==> src/rtl/uart_pkg.sv <==
// -----------------------------------------------------------------------------
// uart_pkg
// Shared types and constants for the UART transmitter and its baud generator.
// The state encoding always includes PARITY, so the encoding stays the same
// whether or not the optional parity bit (macro UART_TX_PARITY_EN) is built.
// -----------------------------------------------------------------------------
package uart_pkg;

    typedef enum logic [2:0] {
        IDLE   = 3'd0,
        START  = 3'd1,
        DATA   = 3'd2,
        PARITY = 3'd3,
        STOP   = 3'd4
    } uart_state_e;

    // Bits on the line per frame: start + 8 data + stop, plus parity if enabled
    localparam int unsigned FRAME_BITS_8N1    = 32'd10;
    localparam int unsigned FRAME_BITS_PARITY = 32'd11;

    // Level the serial line rests at between frames
    localparam logic IDLE_LEVEL = 1'b1;

    // Even parity: the XOR of all data bits
    function automatic logic even_parity(input logic [7:0] data);
        return ^data;
    endfunction

endpackage

==> src/rtl/uart_baud_gen.sv <==
// -----------------------------------------------------------------------------
// uart_baud_gen
// Bit-period divider. The counter runs 0..CLK_DIV-1 and bit_tick is high in
// the cycle where it sits at CLK_DIV-1, i.e. the last cycle of a serial bit.
// Written without transmitter knowledge so a future receiver can reuse it.
//
// Ports:
//   clk      in   system clock
//   rst_n    in   asynchronous active-low reset
//   ena      in   global enable; counter freezes while low
//   clear    in   forces the counter back to 0 (while enabled)
//   bit_tick out  last cycle of the current bit period
// -----------------------------------------------------------------------------
module uart_baud_gen #(
    parameter int unsigned CLK_DIV = 16
) (
    input  logic clk,
    input  logic rst_n,
    input  logic ena,
    input  logic clear,
    output logic bit_tick
);

    localparam int unsigned CNT_W = (CLK_DIV > 1) ? $clog2(CLK_DIV) : 1;
    localparam logic [CNT_W-1:0] CNT_MAX = CNT_W'(CLK_DIV - 1);

    logic [CNT_W-1:0] cnt_q;
    logic [CNT_W-1:0] cnt_d;
    logic             at_max_s;

    assign at_max_s = (cnt_q == CNT_MAX);
    assign bit_tick = ena && !clear && at_max_s;

    // Next count: hold when disabled, zero on clear or wrap, else increment
    always_comb begin
        cnt_d = cnt_q;
        if (!ena) begin
            cnt_d = cnt_q;
        end else if (clear || at_max_s) begin
            cnt_d = {CNT_W{1'b0}};
        end else begin
            cnt_d = cnt_q + {{(CNT_W-1){1'b0}}, 1'b1};
        end
    end

    // Counter register
    always_ff @(posedge clk or negedge rst_n) begin
        if (!rst_n) begin
            cnt_q <= {CNT_W{1'b0}};
        end else begin
            cnt_q <= cnt_d;
        end
    end

endmodule

==> src/rtl/uart_tx_serializer.sv <==
// -----------------------------------------------------------------------------
// uart_tx_serializer
// Byte-to-serial UART transmitter. One byte per valid/ready handshake is sent
// as start bit, DATA_BITS data bits LSB first, optional even parity, stop bit.
// Optional feature macro: UART_TX_PARITY_EN (adds the PARITY state).
//
// Ports:
//   clk       in   system clock, rising edge
//   rst_n     in   asynchronous active-low reset
//   ena       in   global enable; all state freezes while low
//   tx_data   in   byte to send, sampled only on the accepting edge
//   tx_valid  in   upstream has a byte
//   tx_ready  out  byte can be accepted this cycle (IDLE and enabled)
//   tx        out  registered serial line, idles high
//   busy      out  frame in progress
// -----------------------------------------------------------------------------
module uart_tx_serializer
    import uart_pkg::*;
#(
    parameter int unsigned CLK_DIV   = 16,
    parameter int unsigned DATA_BITS = 8
) (
    input  logic                 clk,
    input  logic                 rst_n,
    input  logic                 ena,
    input  logic [DATA_BITS-1:0] tx_data,
    input  logic                 tx_valid,
    output logic                 tx_ready,
    output logic                 tx,
    output logic                 busy
);

    localparam int unsigned IDX_W = (DATA_BITS > 1) ? $clog2(DATA_BITS) : 1;
    localparam logic [IDX_W-1:0] LAST_IDX = IDX_W'(DATA_BITS - 1);

    uart_state_e          state_q, state_d;
    logic [DATA_BITS-1:0] shift_q, shift_d;
    logic [IDX_W-1:0]     bit_idx_q, bit_idx_d;
    logic                 tx_q, tx_d;
    logic                 busy_q, busy_d;
    logic                 accept_s;
    logic                 bit_tick_s;
    logic                 baud_clear_s;

`ifdef UART_TX_PARITY_EN
    logic                 parity_q, parity_d;
`endif

    // rst_n is folded in so ready is low while reset is held
    assign tx_ready     = (state_q == IDLE) && ena && rst_n;
    assign accept_s     = tx_valid && tx_ready;
    // Holding the counter at zero in IDLE means START always gets a full bit
    assign baud_clear_s = (state_q == IDLE);
    assign tx           = tx_q;
    assign busy         = busy_q;

    uart_baud_gen #(
        .CLK_DIV (CLK_DIV)
    ) u_baud_gen (
        .clk      (clk),
        .rst_n    (rst_n),
        .ena      (ena),
        .clear    (baud_clear_s),
        .bit_tick (bit_tick_s)
    );

    // Next-state and next line value; tx_d is the level for the NEXT cycle,
    // so each transition also loads the first level of the state it enters
    always_comb begin
        state_d   = state_q;
        shift_d   = shift_q;
        bit_idx_d = bit_idx_q;
        tx_d      = tx_q;
`ifdef UART_TX_PARITY_EN
        parity_d  = parity_q;
`endif
        case (state_q)
            IDLE: begin
                if (accept_s) begin
                    state_d   = START;
                    shift_d   = tx_data;
                    bit_idx_d = {IDX_W{1'b0}};
                    tx_d      = 1'b0;
`ifdef UART_TX_PARITY_EN
                    parity_d  = even_parity(tx_data);
`endif
                end else begin
                    tx_d = IDLE_LEVEL;
                end
            end
            START: begin
                if (bit_tick_s) begin
                    state_d   = DATA;
                    bit_idx_d = {IDX_W{1'b0}};
                    tx_d      = shift_q[0];
                end else begin
                    tx_d = 1'b0;
                end
            end
            DATA: begin
                if (bit_tick_s) begin
                    shift_d = shift_q >> 1;
                    if (bit_idx_q == LAST_IDX) begin
`ifdef UART_TX_PARITY_EN
                        state_d = PARITY;
                        tx_d    = parity_q;
`else
                        state_d = STOP;
                        tx_d    = 1'b1;
`endif
                    end else begin
                        bit_idx_d = bit_idx_q + {{(IDX_W-1){1'b0}}, 1'b1};
                        tx_d      = shift_d[0];
                    end
                end else begin
                    tx_d = shift_q[0];
                end
            end
            PARITY: begin
`ifdef UART_TX_PARITY_EN
                if (bit_tick_s) begin
                    state_d = STOP;
                    tx_d    = 1'b1;
                end else begin
                    tx_d = parity_q;
                end
`else
                // Unreachable without parity; recover to a safe idle line
                state_d = IDLE;
                tx_d    = IDLE_LEVEL;
`endif
            end
            STOP: begin
                if (bit_tick_s) begin
                    state_d = IDLE;
                    tx_d    = IDLE_LEVEL;
                end else begin
                    tx_d = 1'b1;
                end
            end
            default: begin
                state_d = IDLE;
                tx_d    = IDLE_LEVEL;
            end
        endcase
        busy_d = (state_d != IDLE);
    end

    // Transmitter registers; everything holds while ena is low
    always_ff @(posedge clk or negedge rst_n) begin
        if (!rst_n) begin
            state_q   <= IDLE;
            shift_q   <= {DATA_BITS{1'b0}};
            bit_idx_q <= {IDX_W{1'b0}};
            tx_q      <= IDLE_LEVEL;
            busy_q    <= 1'b0;
        end else if (ena) begin
            state_q   <= state_d;
            shift_q   <= shift_d;
            bit_idx_q <= bit_idx_d;
            tx_q      <= tx_d;
            busy_q    <= busy_d;
        end else begin
            state_q   <= state_q;
            shift_q   <= shift_q;
            bit_idx_q <= bit_idx_q;
            tx_q      <= tx_q;
            busy_q    <= busy_q;
        end
    end

`ifdef UART_TX_PARITY_EN
    // Parity is captured at accept because the shift register is consumed
    always_ff @(posedge clk or negedge rst_n) begin
        if (!rst_n) begin
            parity_q <= 1'b0;
        end else if (ena) begin
            parity_q <= parity_d;
        end else begin
            parity_q <= parity_q;
        end
    end
`endif

endmodule
==> config.mk <==
export PLATFORM = sky130hd
export DESIGN_NAME = uart_tx_serializer
export DESIGN_NICKNAME = d
export VERILOG_FILES = /design/src/rtl/uart_pkg.sv /design/src/rtl/uart_baud_gen.sv /design/src/rtl/uart_tx_serializer.sv
export SDC_FILE = /design/constraint.sdc
export NUM_CORES = 1
export LEC_CHECK = 0
export CORE_UTILIZATION = 45
export CTS_BUF_LIST = sky130_fd_sc_hd__clkbuf_16
export CTS_CLUSTER_DIAMETER = 80
export CTS_CLUSTER_SIZE = 24
export DETAILED_ROUTE_END_ITERATION = 8
export DONT_BUFFER_PORTS = 1
export RECOVER_POWER = 50
export SYNTH_ARGS = -nofsm -noshare
export SYNTH_HDL_FRONTEND = slang
export SYNTH_SLANG_ARGS = --single-unit
==> constraint.sdc <==
create_clock -name clk -period 2.4 [get_ports clk]
set_input_delay 0.24 -clock clk [delete_from_list [all_inputs] [get_ports clk]]
set_output_delay 0.24 -clock clk [all_outputs]
set_load 0.005 [all_outputs]
==> impl_metrics.tcl, run 1 <==
set metrics [dict create \
    synth-simple-area-share_pct 20.4 \
    yosys.cell_types.count 33 \
    crit_required_ps 2540 \
    clkTransAtPathRegs_ps 50 \
    ctsResizeCount 0 \
    critPathKind "flop to flop" \
    drt_iter0_markers 17 \
    start_util_pct 49.7 \
    avgSynthCellArea_um2 9.37 \
    pwr-share-seq_pct 47.7 \
    synth-adder-area-share_pct 3.26 \
    synth_cells 123 \
    die_x_um 52.6 \
    run_status "completed" \
    antenna_found_initial 0 \
    core_area_um2 2320 \
    yosysMostFrequentCell "dfrtp_1" \
    numPortBuffers 0 \
    synth_flop_cell "dfrtp_1" \
    swShare_pct 31.5 \
    insertion_delay_ps 250 \
    fin_nets 139 \
    cts_made_buffers 3 \
    timing.final.ws_setup_ps 529 \
    ys_async_sr_fraction_pct 100 \
    yosysTopAreaCell "dfrtp_1" \
    synth_nets 138 \
    p_leak_nw 0.496 \
    vias 847 \
    grt_max_degree 21 \
    period_minus_slack_ps 1870 \
    area.growth.synth_to_final_pct 7.49 \
    cap_violations 0 \
    cts-root-buf "clkbuf_16" \
    grt_first_pass_wirelength_um 3840 \
    finalWirelength_um 2210 \
    synth.area.mux_share_pct 10.1 \
    dp_slack_ps 537 \
    synth_top_family_by_area "simple AND/OR/NAND/NOR gates" \
    reg2reg_depth 4 \
    ff2ff_setup_slack_ps 530 \
    setup_viol 0 \
    intPower_uw 850 \
    synth_commonest_cells "dfrtp_1 (19), a21oi_1 (12), nor2_1 (12), nand2_1 (10), mux2i_1 (9)" \
    fmax_mhz 535 \
    synth_compound_area_share_pct 15.9 \
    power.density_nw_per_um2 1000 \
    synth_seq_cells 20 \
    route.detailed.drc 0 \
    ios 15 \
    vias_per_cell 5.61 \
    rr_startpoint "state_q[0]$_DFFE_PN0P_" \
    cp.arrival_ps 2010 \
    cts_tree "done" \
    grt_usage_pct 18.9 \
    synth_top_area_share_pct 41.3 \
    hold_slack_ps 80.6 \
    crit_path_end_kind "flop" \
    utilization_pct 53.4 \
    start_kind "flop" \
    diodes 0 \
    ys_seq_area_share_pct 43.5 \
    hp-start "ena" \
    postLayoutCellArea_um2 1240 \
    gp_congestion 0.831 \
    yosysWarnings 0 \
    slew_headroom_pct 39.6 \
    p_sw_uw 391 \
    dieArea_um2 2770 \
    clkPwrFrac_pct 27.6 \
    synth_xor_xnor_area_share_pct 0 \
    rsz0062_at_grt "no" \
    fin_crit_sh_pct 77.9 \
    worst_slew_pin_slew_ps 902 \
    hpwl_um 1530 \
    ant_nets 0 \
    hold_end "u_baud_gen.cnt_q[0]$_DFFE_PN0P_" \
    critPathMaxFanout 11 \
    r2r-end "bit_idx_q[0]$_DFFE_PN0P_" \
    h-tree-depth 1 \
    grt_pass1_vias 874 \
    drive_above_1_share_pct 8.94 \
    finClkSkew_ps 1.75 \
    hp-class "primary input to flop" \
    fp-row-count 17 \
    nFillCells 223 \
    drv_slew 0 \
    ir_drop_mv 0.592 \
    place_area_um2 1150 \
    hold_viol 0 \
    die_y_um 52.6 \
    cts.path.max_buffers 2 \
    dr.pass1.iters 4 \
    clock_sinks 20 \
    comb_power_share_pct 24.7 \
    syn_area_um2 1150 \
    setup_tns_ps 0 \
    overflow 0 \
    wl_per_cell_um 14.6 \
    whs_path_depth 1 \
    synth-edff-count 0 \
    netlist_top_cells_area "dfrtp_1 (41%), mux2i_1 (7.8%), a21oi_1 (5.2%), nor2_1 (3.9%), ha_1 (3.3%)" \
]
-- metal layers --
metal  vias up  track usage [%]  share of wire, %
met5         -                0                 0
met4         0             5.26               1.1
met3         4             4.93               5.7
met2        21             31.0                46
met1       389             24.2                47
li1        433                -                 -
-- layout make-up --
class                           count  area, um^2  share of cell area, %
Timing Repair Buffer                3        25.0                   2.02
Clock buffer                        3        75.1                   6.06
Multi-Input combinational cell     89         572                   46.2
Clock inverter                      1        3.75                  0.303
Inverter                            7        26.3                   2.12
Tap cell                           28        35.0                   2.83
Sequential cell                    20         502                   40.5
-- logic make-up after synthesis --
family,Yosys count
DFF,20
and+or+nand+nor,47
buffers and inverters,14
muxes,11
adders and majority gates,3
AOI/OAI and AO/OA,28
-- metrics by stage --
stage	power (mW)	cells
after global placement	0.891	146
final	1.24	151
after global routing	1.34	151
after floorplan	0.842	123
after CTS	1.26	151
after detailed placement	0.905	146
-- flip-flops by register name, indices dropped and copies added (netlist names) --
signal and cells:
tx 1, busy 1, shift_q 8, state_q 3, bit_idx_q 3, u_baud_gen.cnt_q 4
-- power by group through the flow --
stage / Sequential, mW / Combinational [mW] / Clock, mW
after detailed placement: 0.603 / 0.302 / 0
after floorplan: 0.551 / 0.291 / 0
final: 0.592 / 0.307 / 0.342
after CTS: 0.596 / 0.314 / 0.354
after global routing: 0.616 / 0.359 / 0.368
after global placement: 0.595 / 0.297 / 0
-- layout by cell type (no fill, tap or decap) --
| cell type | netlist | routed |
|---|---|---|
| dlygate4sd3_1 | 0 | 1 |
| nor3_1 | 5 | 5 |
| dfstp_1 | 0 | 1 |
| mux2_4 | 1 | 1 |
| a211oi_1 | 1 | 1 |
| clkinv_1 | 1 | 2 |
| nor3b_1 | 2 | 2 |
| o2bb2ai_1 | 3 | 3 |
| buf_4 | 3 | 2 |
| mux2_2 | 1 | 1 |
| a21oi_1 | 12 | 12 |
| and3_1 | 2 | 2 |
| nand4_1 | 3 | 3 |
| nand2b_1 | 1 | 1 |
| o21ai_0 | 5 | 5 |
| inv_1 | 6 | 6 |
| or2_4 | 1 | 1 |
| or3_1 | 1 | 1 |
| or3b_4 | 1 | 1 |
| o22ai_1 | 1 | 1 |
| nand2_1 | 10 | 10 |
| nor2_1 | 12 | 12 |
| mux2i_1 | 9 | 9 |
| dfrtp_1 | 19 | 19 |
| nand3_1 | 7 | 7 |
| a31oi_1 | 1 | 1 |
| a21boi_0 | 1 | 1 |
| a22oi_4 | 1 | 1 |
| or2_2 | 1 | 1 |
| clkbuf_16 | 0 | 3 |
| a21o_1 | 3 | 3 |
| nand3b_1 | 1 | 1 |
| ha_1 | 3 | 3 |
-- critical path: stages, from the launching register on --
cell     delay, ps
dfrtp_1        490
or3b_4         460
or2_4          250
a22oi_4        240
mux2_4         310
-- timing repair --
item,CTS,global route
hold buffers,1,0
setup buffers,0,0
endpoints found under the hold margin,20,0
-- worst max-delay path by stage --
stage	start	to	slack, ps
3_3_place_gp	state_q[0]$_DFFE_PN0P_	bit_idx_q[0]$_DFFE_PN0P_	580
3_5_place_dp	state_q[0]$_DFFE_PN0P_	bit_idx_q[0]$_DFFE_PN0P_	540
4_1_cts	state_q[0]$_DFFE_PN0P_	bit_idx_q[0]$_DFFE_PN0P_	530
5_1_grt	state_q[0]$_DFFE_PN0P_	bit_idx_q[0]$_DFFE_PN0P_	470
6_report	state_q[0]$_DFFE_PN0P_	bit_idx_q[0]$_DFFE_PN0P_	530
2_1_floorplan	state_q[2]$_DFFE_PN0P_	bit_idx_q[0]$_DFFE_PN0P_	640
Power figures use the tool's default switching activity.
==> run 2: changes to the inputs <==
==> constraint.sdc (replaced) <==
create_clock -name clk -period 1.7 [get_ports clk]
set_input_delay 0.17 -clock clk [delete_from_list [all_inputs] [get_ports clk]]
set_output_delay 0.17 -clock clk [all_outputs]
set_load 0.005 [all_outputs]
==> run 2 against run 1 <==
Non-clock buffer count grew 11. Clock power increased by 88%. Critical path type unchanged. Sequential share of layout area fell by 3.3 points. Critical path depth unchanged. Largest power group unchanged. Die area is the same. Maximum frequency increased by 15%. Via count is 8.9% higher.
==> impl_metrics.tcl, run 2 (same netlist as run 1, synthesis figures left out) <==
set metrics [dict create \
    run_status "completed" \
    critPathKind "flop to flop" \
    finClkSkew_ps 3.61 \
    setup_viol 0 \
    gp_congestion 0.807 \
    clkTransAtPathRegs_ps 60 \
    start_util_pct 49.7 \
    slew_headroom_pct 39.8 \
    nFillCells 196 \
    dp_cells 156 \
    final_common_cell "dfrtp_1" \
    reg2reg_depth 4 \
    fmax_mhz 617 \
    dp_slack_ps 84.9 \
    crit_required_ps 1840 \
    diodes 0 \
    cp.depth 4 \
    numPortBuffers 0 \
    finalWirelength_um 2370 \
    largest_reg_flops 8 \
    critPathBufInv 0 \
    cts.path.max_buffers 2 \
    p_leak_nw 0.563 \
    dieArea_um2 2770 \
    critical_path.startpoint "state_q[0]$_DFFE_PN0P_" \
    die_x_um 52.6 \
    postLayoutCellArea_um2 1350 \
    fin_crit_sh_pct 95.3 \
    setup_tns_ps 0 \
    insertion_delay_ps 250 \
    regArea_um2 502 \
    start_kind "flop" \
    multi_input_area_um2 574 \
    rr_startpoint "state_q[0]$_DFFE_PN0P_" \
    cp_slowest_cell "or3b_4" \
    hpwl_um 1670 \
    critPathMaxFanout 2 \
    antenna_found_initial 0 \
    overflow 0 \
    cts_tree "done" \
    hp-start "ena" \
    ir_drop_mv 1.03 \
    dr.pass1.iters 4 \
    reg.largest.list "shift_q x8, u_baud_gen.cnt_q x4" \
    r2r-end "bit_idx_q[0]$_DFFE_PN0P_" \
    drt_iter0_markers 32 \
    worst_slew_pin_slew_ps 900 \
    final_cell_mix "dfrtp_1 (19), buf_4 (13), nor2_1 (12), a21oi_1 (12), nand2_1 (10)" \
    fp-row-count 17 \
    die_y_um 52.6 \
    hold_viol 0 \
    cts-root-buf "clkbuf_16" \
    cap_violations 0 \
    instances_no_fill 162 \
    power.density_nw_per_um2 1480 \
    fin_nets 150 \
    cp_cell_sequence "or3b_4 > or2_4 > a22oi_4 > mux2_4" \
    grt_pass1_vias 924 \
    grt_max_degree 21 \
    hp-class "primary input to flop" \
    ios 15 \
    grt_usage_pct 20.0 \
    timing.final.ws_setup_ps 79.8 \
    cp.arrival_ps 1760 \
    area.growth.synth_to_final_pct 17.2 \
    period_minus_slack_ps 1620 \
    place_area_um2 1220 \
    grt_first_pass_wirelength_um 4020 \
    clock_sinks 20 \
    h-tree-depth 1 \
    vias 922 \
    crit_family "simple AND/OR/NAND/NOR gates" \
    cts_made_buffers 3 \
    top_register "shift_q" \
    ff2ff_setup_slack_ps 80 \
    rsz0062_at_grt "no" \
    max_stage_delay_ps 390 \
    route.detailed.drc 0 \
    vias_per_cell 5.69 \
    drive_above_1_share_pct 17.9 \
    ant_nets 0 \
    core_area_um2 2320 \
    hold_end "u_baud_gen.cnt_q[0]$_DFFE_PN0P_" \
    wl_per_cell_um 14.7 \
    drv_slew 0 \
    whs_path_depth 1 \
    crit_path_end_kind "flop" \
]
## run 2: final cells by class
cell class              count  area share, %
clock buffers               3           5.56
clock inverters             1           2.22
flip-flops and latches     20           37.2
inverters                   7           1.95
repair buffers             14           7.97
multi-input cells          89           42.5
well taps                  28           2.60
## run 2: metal layers
metal / vias to the layer above / routed length, um / track usage (%)
met5: - / 0 / 0
met1: 429 / 1110 / 27.5
met3: 0 / 196 / 6.38
met4: 0 / 0 / 6.58
met2: 34 / 1060 / 29.5
li1: 459 / - / -
## run 2: worst max-delay path by stage
| stage | to | slack, ps |
|---|---|---|
| 2_1_floorplan | bit_idx_q[0]$_DFFE_PN0P_ | -40 |
| 3_3_place_gp | bit_idx_q[0]$_DFFE_PN0P_ | 100 |
| 3_5_place_dp | bit_idx_q[0]$_DFFE_PN0P_ | 80 |
| 4_1_cts | u_baud_gen.cnt_q[0]$_DFFE_PN0P_ | 80 |
| 5_1_grt | u_baud_gen.cnt_q[0]$_DFFE_PN0P_ | 30 |
| 6_report | bit_idx_q[0]$_DFFE_PN0P_ | 80 |
## run 2: where the power goes
group | leakage, nW | switching (mW) | internal (mW) | total, mW
clock | 0.0511 | 0.175 | 0.467 | 0.642
sequential | 0.231 | 0.145 | 0.666 | 0.810
combinational | 0.281 | 0.265 | 0.278 | 0.544
## run 2: what timing repair did
action,in CTS,in global routing
hold endpoints to repair,20,0
gates resized for setup,0,1
buffers inserted,0,1
hold buffers,1,0
setup endpoints to repair,0,1
## run 2: per-stage QoR
step	utilization, %	hold WS, ps	power (mW)
floorplan	-	-126	1.19
global placement	52.8	-125	1.31
detailed placement	52.8	-125	1.33
CTS	57.8	8.64	2.00
global route	58.2	18.6	2.14
finish	58.2	10.7	2.00
==> patch 1, RTL diff (flow settings as in run 1) <==
Put one more register stage on the output `tx`, with the module's reset. The value now appears one clock later. The other outputs are not delayed to match. Comments in the files are not updated.
--- a/src/rtl/uart_tx_serializer.sv
+++ b/src/rtl/uart_tx_serializer.sv
@@ -51,7 +51,13 @@
     assign accept_s     = tx_valid && tx_ready;
     // Holding the counter at zero in IDLE means START always gets a full bit
     assign baud_clear_s = (state_q == IDLE);
-    assign tx           = tx_q;
+    always_ff @(posedge clk or negedge rst_n) begin
+        if (!rst_n) begin
+            tx <= '0;
+        end else begin
+            tx <= tx_q;
+        end
+    end
     assign busy         = busy_q;
 
     uart_baud_gen #(
Behaviour: not the same (Yosys sat finds a counterexample within 4 cycles, from zero or initial values and one cycle with rst_n low).
==> patch 1 against run 1 <==
- sequential share of layout area rose by 1.3 points
- die area up 1.6%
- power down 13%
- routed wire length up 4.1%
- cell area increased by 1.7%
- area after synthesis rose by 1.6%
- clock power rose by 5%
- sequential cell count rose by 1
- worst setup slack better by 0.087 ns
- maximum frequency rose by 4.9%
- clock skew barely moved
==> patch 1: results (changes against run 1) <==
** Status
- Status: completed (unchanged).

** Finish
- Share of final-layout standard cells stronger than drive strength 1 :: 15.7% (was 8.94%)
- Fillers :: 235 (was 223)
- The number of inserted diodes is 0 (unchanged).
- Largest regs: shift_q: 8 flops, u_baud_gen.cnt_q: 4 flops (unchanged).

** Routing
- The total wire length is 2300 um (was 2210 um).
- The detailed-routing iteration count for the pre-antenna-repair pass is 4 (unchanged).
- DR vias/cell :: 6.06 (was 5.61)
- DRT iter0 DRCs :: 10 (was 17)

** Timing
- Worst-case headroom to the max-slew limit :: 37.7% (was 39.6%)
- The clock skew came to 0.00147 ns (was 0.00175 ns).

** Power and ir drop
- Peak VDD IR :: 705 uV (was 592 uV)
- The static leakage was 0.527 nW (was 0.496 nW).

** Synthesis
- Number of nets in the synthesized netlist :: 131 (was 138)
- The count of unique library cells instantiated by Yosys came to 39 (was 33).
- Dominant cells by area after synthesis :: dfrtp_1, mux2i_1, a21oi_2 (was dfrtp_1, mux2i_1, a21oi_1)
- Ys async rst share :: 100% (unchanged)
- Leading post-synthesis cells by instance count: dfrtp_1, a21oi_1, a21oi_2, mux2i_1, o21ai_0 (was dfrtp_1, a21oi_1, nor2_1, nand2_1, mux2i_1).
- Fraction of the yosys area taken by sequential cells :: 45.0% (was 43.5%)
- The yosys synthesis warning count came to 0 (unchanged).

** Setup path
- The worst-path maximum fanout came to 11 (unchanged).
- The peak per-stage delay on the critical path was 0.49 ns (about the same).
- Critical Path Slowest Stage Cell :: nor3_1 (was dfrtp_1)

** Global routing
- The first-pass GRT wire length came to 3950 um (was 3840 um).
- Pin count of the biggest net entering global routing :: 23 (was 21)
- Vias in the first global route :: 862 (was 874)
- The initial antenna violation count was 0 (unchanged).
- Overall Global Routing Usage :: 19.8% (was 18.9%)

** Clocking
- The root cell of the clock tree is clkbuf_16 (unchanged).
- The number of clock buffers inserted by TritonCTS is 3 (unchanged).
- The buffer depth of the longest clock path was 2 (unchanged).
- Source-to-sink clock delay at the later pin of the worst-skew pair :: 0.25 ns (about the same)
- The H-tree depth reported by CTS is 1 (unchanged).
- After clock tree synthesis, the clock-pin slew on the worst setup and hold paths is 0.06 ns.

** Hold path
- Class of the tightest hold or removal check :: in -> reg (unchanged)

** Placed design
- Buffers added on ports :: 0 (unchanged)
- The post-detailed-placement half-perimeter wirelength is 1560 um (was 1530 um).
- The setup slack at placement is 0.705 ns (was 0.537 ns).
- The global placer's final weighted congestion is 0.822 (was 0.831).
[patch 1: cell types whose count changed after synthesis, sizes merged, moves of 3 or more]
cell,run 1,this run
a21oi,12,17
o21ai,5,9
nand2,10,4
nor2,12,3
o2bb2ai,3,0
[patch 1: what timing repair did]
action | CTS | global route
endpoints found under the hold margin | 21 | 0
setup buffers | 0 | 0
hold buffers | 1 | 0
resized for setup | 0 | 0
[patch 1: cells by family after synthesis]
group	count (synthesis)	share of synthesized area (%)
muxes	8	6.94
buffers and inverters	12	5.34
and+or+nand+nor	33	16.5
DFF	21	45.0
AOI/OAI and AO/OA	39	23.1
adders and majority gates	3	3.21
[patch 1: through the flow]
stage               std cells  cell area [um2]  total power, mW
CTS                       145             1260             1.10
global route              145             1260             1.16
global placement          140             1170            0.724
finish                    145             1260             1.08
floorplan                 116             1170            0.690
detailed placement        140             1170            0.729
[patch 1: path summary, 6_finish.rpt]
| kind | slack (ns) | cells after the start | start | to |
|---|---|---|---|---|
| worst min register to register | 0.40 | 0 | tx_q | tx |
| min in group asynchronous | 0.57 | 1 | rst_n | state_q[2] |
| worst max register to register | 0.62 | 4 | state_q[1] | shift_q[1] |
| max in group asynchronous | 1.26 | 1 | rst_n | tx |
| worst min-delay path | 0.08 | 1 | ena | state_q[2] |
| worst max-delay path | 0.62 | 4 | state_q[1] | shift_q[1] |
[patch 1: power by group]
| group | internal (mW) | switching [mW] | total (mW) |
|---|---|---|---|
| registers | 0.452 | 0.0786 | 0.531 |
| clock network | 0.225 | 0.132 | 0.358 |
| logic | 0.0943 | 0.102 | 0.196 |
| total | 0.772 | 0.313 | 1.08 |
[patch 1: layout make-up]
class	count	share of cell area [%]
timing repair buffer	2	1.39
multi-input combinational	83	45.8
clock inverter	1	0.596
clock buffer	3	5.96
sequential	21	41.8
tap	30	2.98
inverter	5	1.49
[patch 1: critical path: cells and delay by family, from the launching register on]
family	cells	cell delay (ns)
flip-flops	1	0.48
AO/OA/AOI/OAI	2	0.44
AND/OR/NAND/NOR	2	0.74
[patch 1: routing by layer]
metal	global-route usage, %	share of wire [%]	vias to the layer above
met4	6.58	1.3	0
met3	6.90	4.0	2
met2	30.2	44	14
met1	26.0	50	431
met5	0	0	-
li1	-	-	432
==> patch 2, RTL diff (flow settings as in run 1) <==
Without the edit above. The option `UART_TX_PARITY_EN` is turned on by a define.
--- a/src/rtl/uart_tx_serializer.sv
+++ b/src/rtl/uart_tx_serializer.sv
@@ -14,6 +14,8 @@
 //   tx        out  registered serial line, idles high
 //   busy      out  frame in progress
 // -----------------------------------------------------------------------------
+`define UART_TX_PARITY_EN
+
 module uart_tx_serializer
     import uart_pkg::*;
 #(
Function: same outputs for any inputs over 10 cycles, from zero or initial values and one cycle with rst_n low; that may be too few to reach the edited logic, so the function may still have changed.
==> patch 2 against run 1 <==
- power up 5.8%
- sequential cell count increased by 1
- clock skew barely moved
- synthesized cell count shrank 2.4%
- area after synthesis increased by 8.3%
- sequential share of layout area down 2.4 points
- critical path type unchanged
- routed wire length is 7.7% higher
- core utilization is 0.95 points higher
- combinational power increased by 33%
- worst setup slack worse by 0.25 ns
- largest power group unchanged
- via count is 6.6% higher
- critical endpoint is now shift_q[1]
- largest cell class unchanged
- cell area grew 12%
- count of clock-buffer cells in the layout is the same
==> patch 2: results (changes against run 1) <==
** Status
- Status: completed (unchanged).

** Finish
- Share of final-layout standard cells stronger than drive strength 1 :: 21.0% (was 8.94%)
- Fillers :: 245 (was 223)
- The number of nets at the end of the flow was 140 (was 139).
- Largest regs: shift_q: 8 flops, u_baud_gen.cnt_q: 4 flops (unchanged).

** Placed design
- The global placer's final weighted congestion was 0.790 (was 0.831).
- The count of port buffers added during placement is 0 (unchanged).
- The setup slack at placement is 0.324 ns (was 0.537 ns).
- The post-detailed-placement half-perimeter wirelength was 1750 um (was 1530 um).
- The cell area after placement is 1290 um2 (was 1150 um2).

** Setup path
- Cell count of the worst reg-to-reg path :: 5 (was 4)
- The worst-path maximum fanout is 8 (was 11).
- Arrival time at the worst endpoint :: 2.26 ns (was 2.01 ns)

** Synthesis
- Number of nets in the synthesized netlist :: 135 (was 138)
- Dominant cells by area after synthesis: dfrtp_1, mux2_2, xnor2_1 (was dfrtp_1, mux2i_1, a21oi_1).
- Fraction of the yosys area taken by sequential cells :: 42.2% (was 43.5%)
- Ys async rst share :: 100% (unchanged)
- Count of synthesis-stage warnings from yosys :: 0 (unchanged)
- Cell variety after synth :: 35 (was 33)
- Leading post-synthesis cells by instance count: dfrtp_1, mux2_2, nand2_1, xnor2_1 (was dfrtp_1, a21oi_1, nor2_1, nand2_1, mux2i_1).

** Clocking
- Cell at the root of the clock tree :: clkbuf_16 (unchanged)
- Clk slew on worst S/H paths :: 0.06 ns

** Power and ir drop
- Static Leak :: 0.632 nW (was 0.496 nW)
- The maximum resistive drop on vdd came to 566 uV (was 592 uV).
- The net load switching power was 410 uW (was 391 uW).

** Global routing
- The largest net degree at the start of global routing is 22 (was 21).
- The via count of the first global-routing pass is 899 (was 874).
- The first-pass GRT wire length came to 4000 um (was 3840 um).
- The all-layer global routing usage came to 19.1% (was 18.9%).

** Hold path
- Worst hold path stage count :: 1 (unchanged)

** Routing
- The number of DRC markers after the initial detailed-route iteration is 10 (was 17).
- First-pass detailed-route iteration total :: 4 (unchanged)
- The total via count after detailed routing is 903 (was 847).
- The average wire length per cell after detail routing is 15.5 um (was 14.6 um).

** Timing
- The clock skew was 0.00139 ns (was 0.00175 ns).
- Worst-case headroom to the max-slew limit :: 35.7% (was 39.6%)
-- patch 2: changes by cell type after synthesis, moves of 3 or more --
| cell | run 1 | this run |
|---|---|---|
| mux2i_1 | 9 | 5 |
| nor2_1 | 12 | 5 |
| xnor2_1 | 0 | 7 |
| buf_4 | 3 | 0 |
| buf_2 | 0 | 5 |
| nor3_1 | 5 | 2 |
| mux2_2 | 1 | 14 |
| a21oi_1 | 12 | 5 |
-- patch 2: area by class of cell --
cell class,instances,area [um2],area share [%]
Multi-Input combinational cell,88,673,48.6
Sequential cell,21,527,38.1
Clock buffer,3,75.1,5.42
Timing Repair Buffer,6,47.5,3.44
Tap cell,30,37.5,2.71
Inverter,5,18.8,1.36
Clock inverter,1,5.00,0.362
-- patch 2: kinds of logic after synthesis --
group           count (synthesis)  share of synthesized area (%)
compound gates                 21                           12.4
xor+xnor                        7                           4.91
fa+ha+maj                       3                           3.01
buf+inv                        11                           3.81
flops                          21                           42.2
mux                            21                           18.5
simple gates                   36                           15.1
-- patch 2: final timing paths --
check,slack (ns),end,start
setup / recovery,0.28,shift_q[1],u_baud_gen.cnt_q[0]
hold / removal,0.07,state_q[0],ena
setup reg to reg,0.28,shift_q[1],u_baud_gen.cnt_q[0]
hold reg to reg,0.49,shift_q[4],shift_q[4]
max in group asynchronous,1.23,bit_idx_q[2],rst_n
min in group asynchronous,0.58,state_q[1],rst_n
-- patch 2: per-stage QoR --
stage,instances,hold slack [ns]
3_3_place_gp,149,-0.0552
5_1_grt,154,0.0704
3_5_place_dp,149,-0.0550
6_report,154,0.0676
4_1_cts,154,0.0660
2_1_floorplan,120,-0.0556
-- patch 2: what timing repair did --
item / in CTS / in global routing
endpoints found under the hold margin: 21 / 0
hold buffers: 1 / 0
setup buffers: 0 / 0
-- patch 2: worst max-delay path: stages, from the launching register on --
cell	delay, ns
dfrtp_1	0.40
ha_1	0.27
and4_1	0.35
nand2_2	0.10
a211oi_4	0.48
mux2_2	0.39
-- patch 2: power groups by stage --
stage               clock (mW)  combinational (mW)  sequential (mW)
finish                   0.355               0.407            0.550
CTS                      0.361               0.413            0.552
global route             0.373               0.460            0.567
global placement             0               0.384            0.551
detailed placement           0               0.399            0.557
floorplan                    0               0.327            0.525
-- patch 2: metal layers --
metal / vias to the layer above / track usage, % / part of all wire (%)
met3: 4 / 5.56 / 3.9
met1: 444 / 23.5 / 47
li1: 437 / - / -
met2: 18 / 32.1 / 48
met5: - / 0 / 0
met4: 0 / 5.13 / 1.7
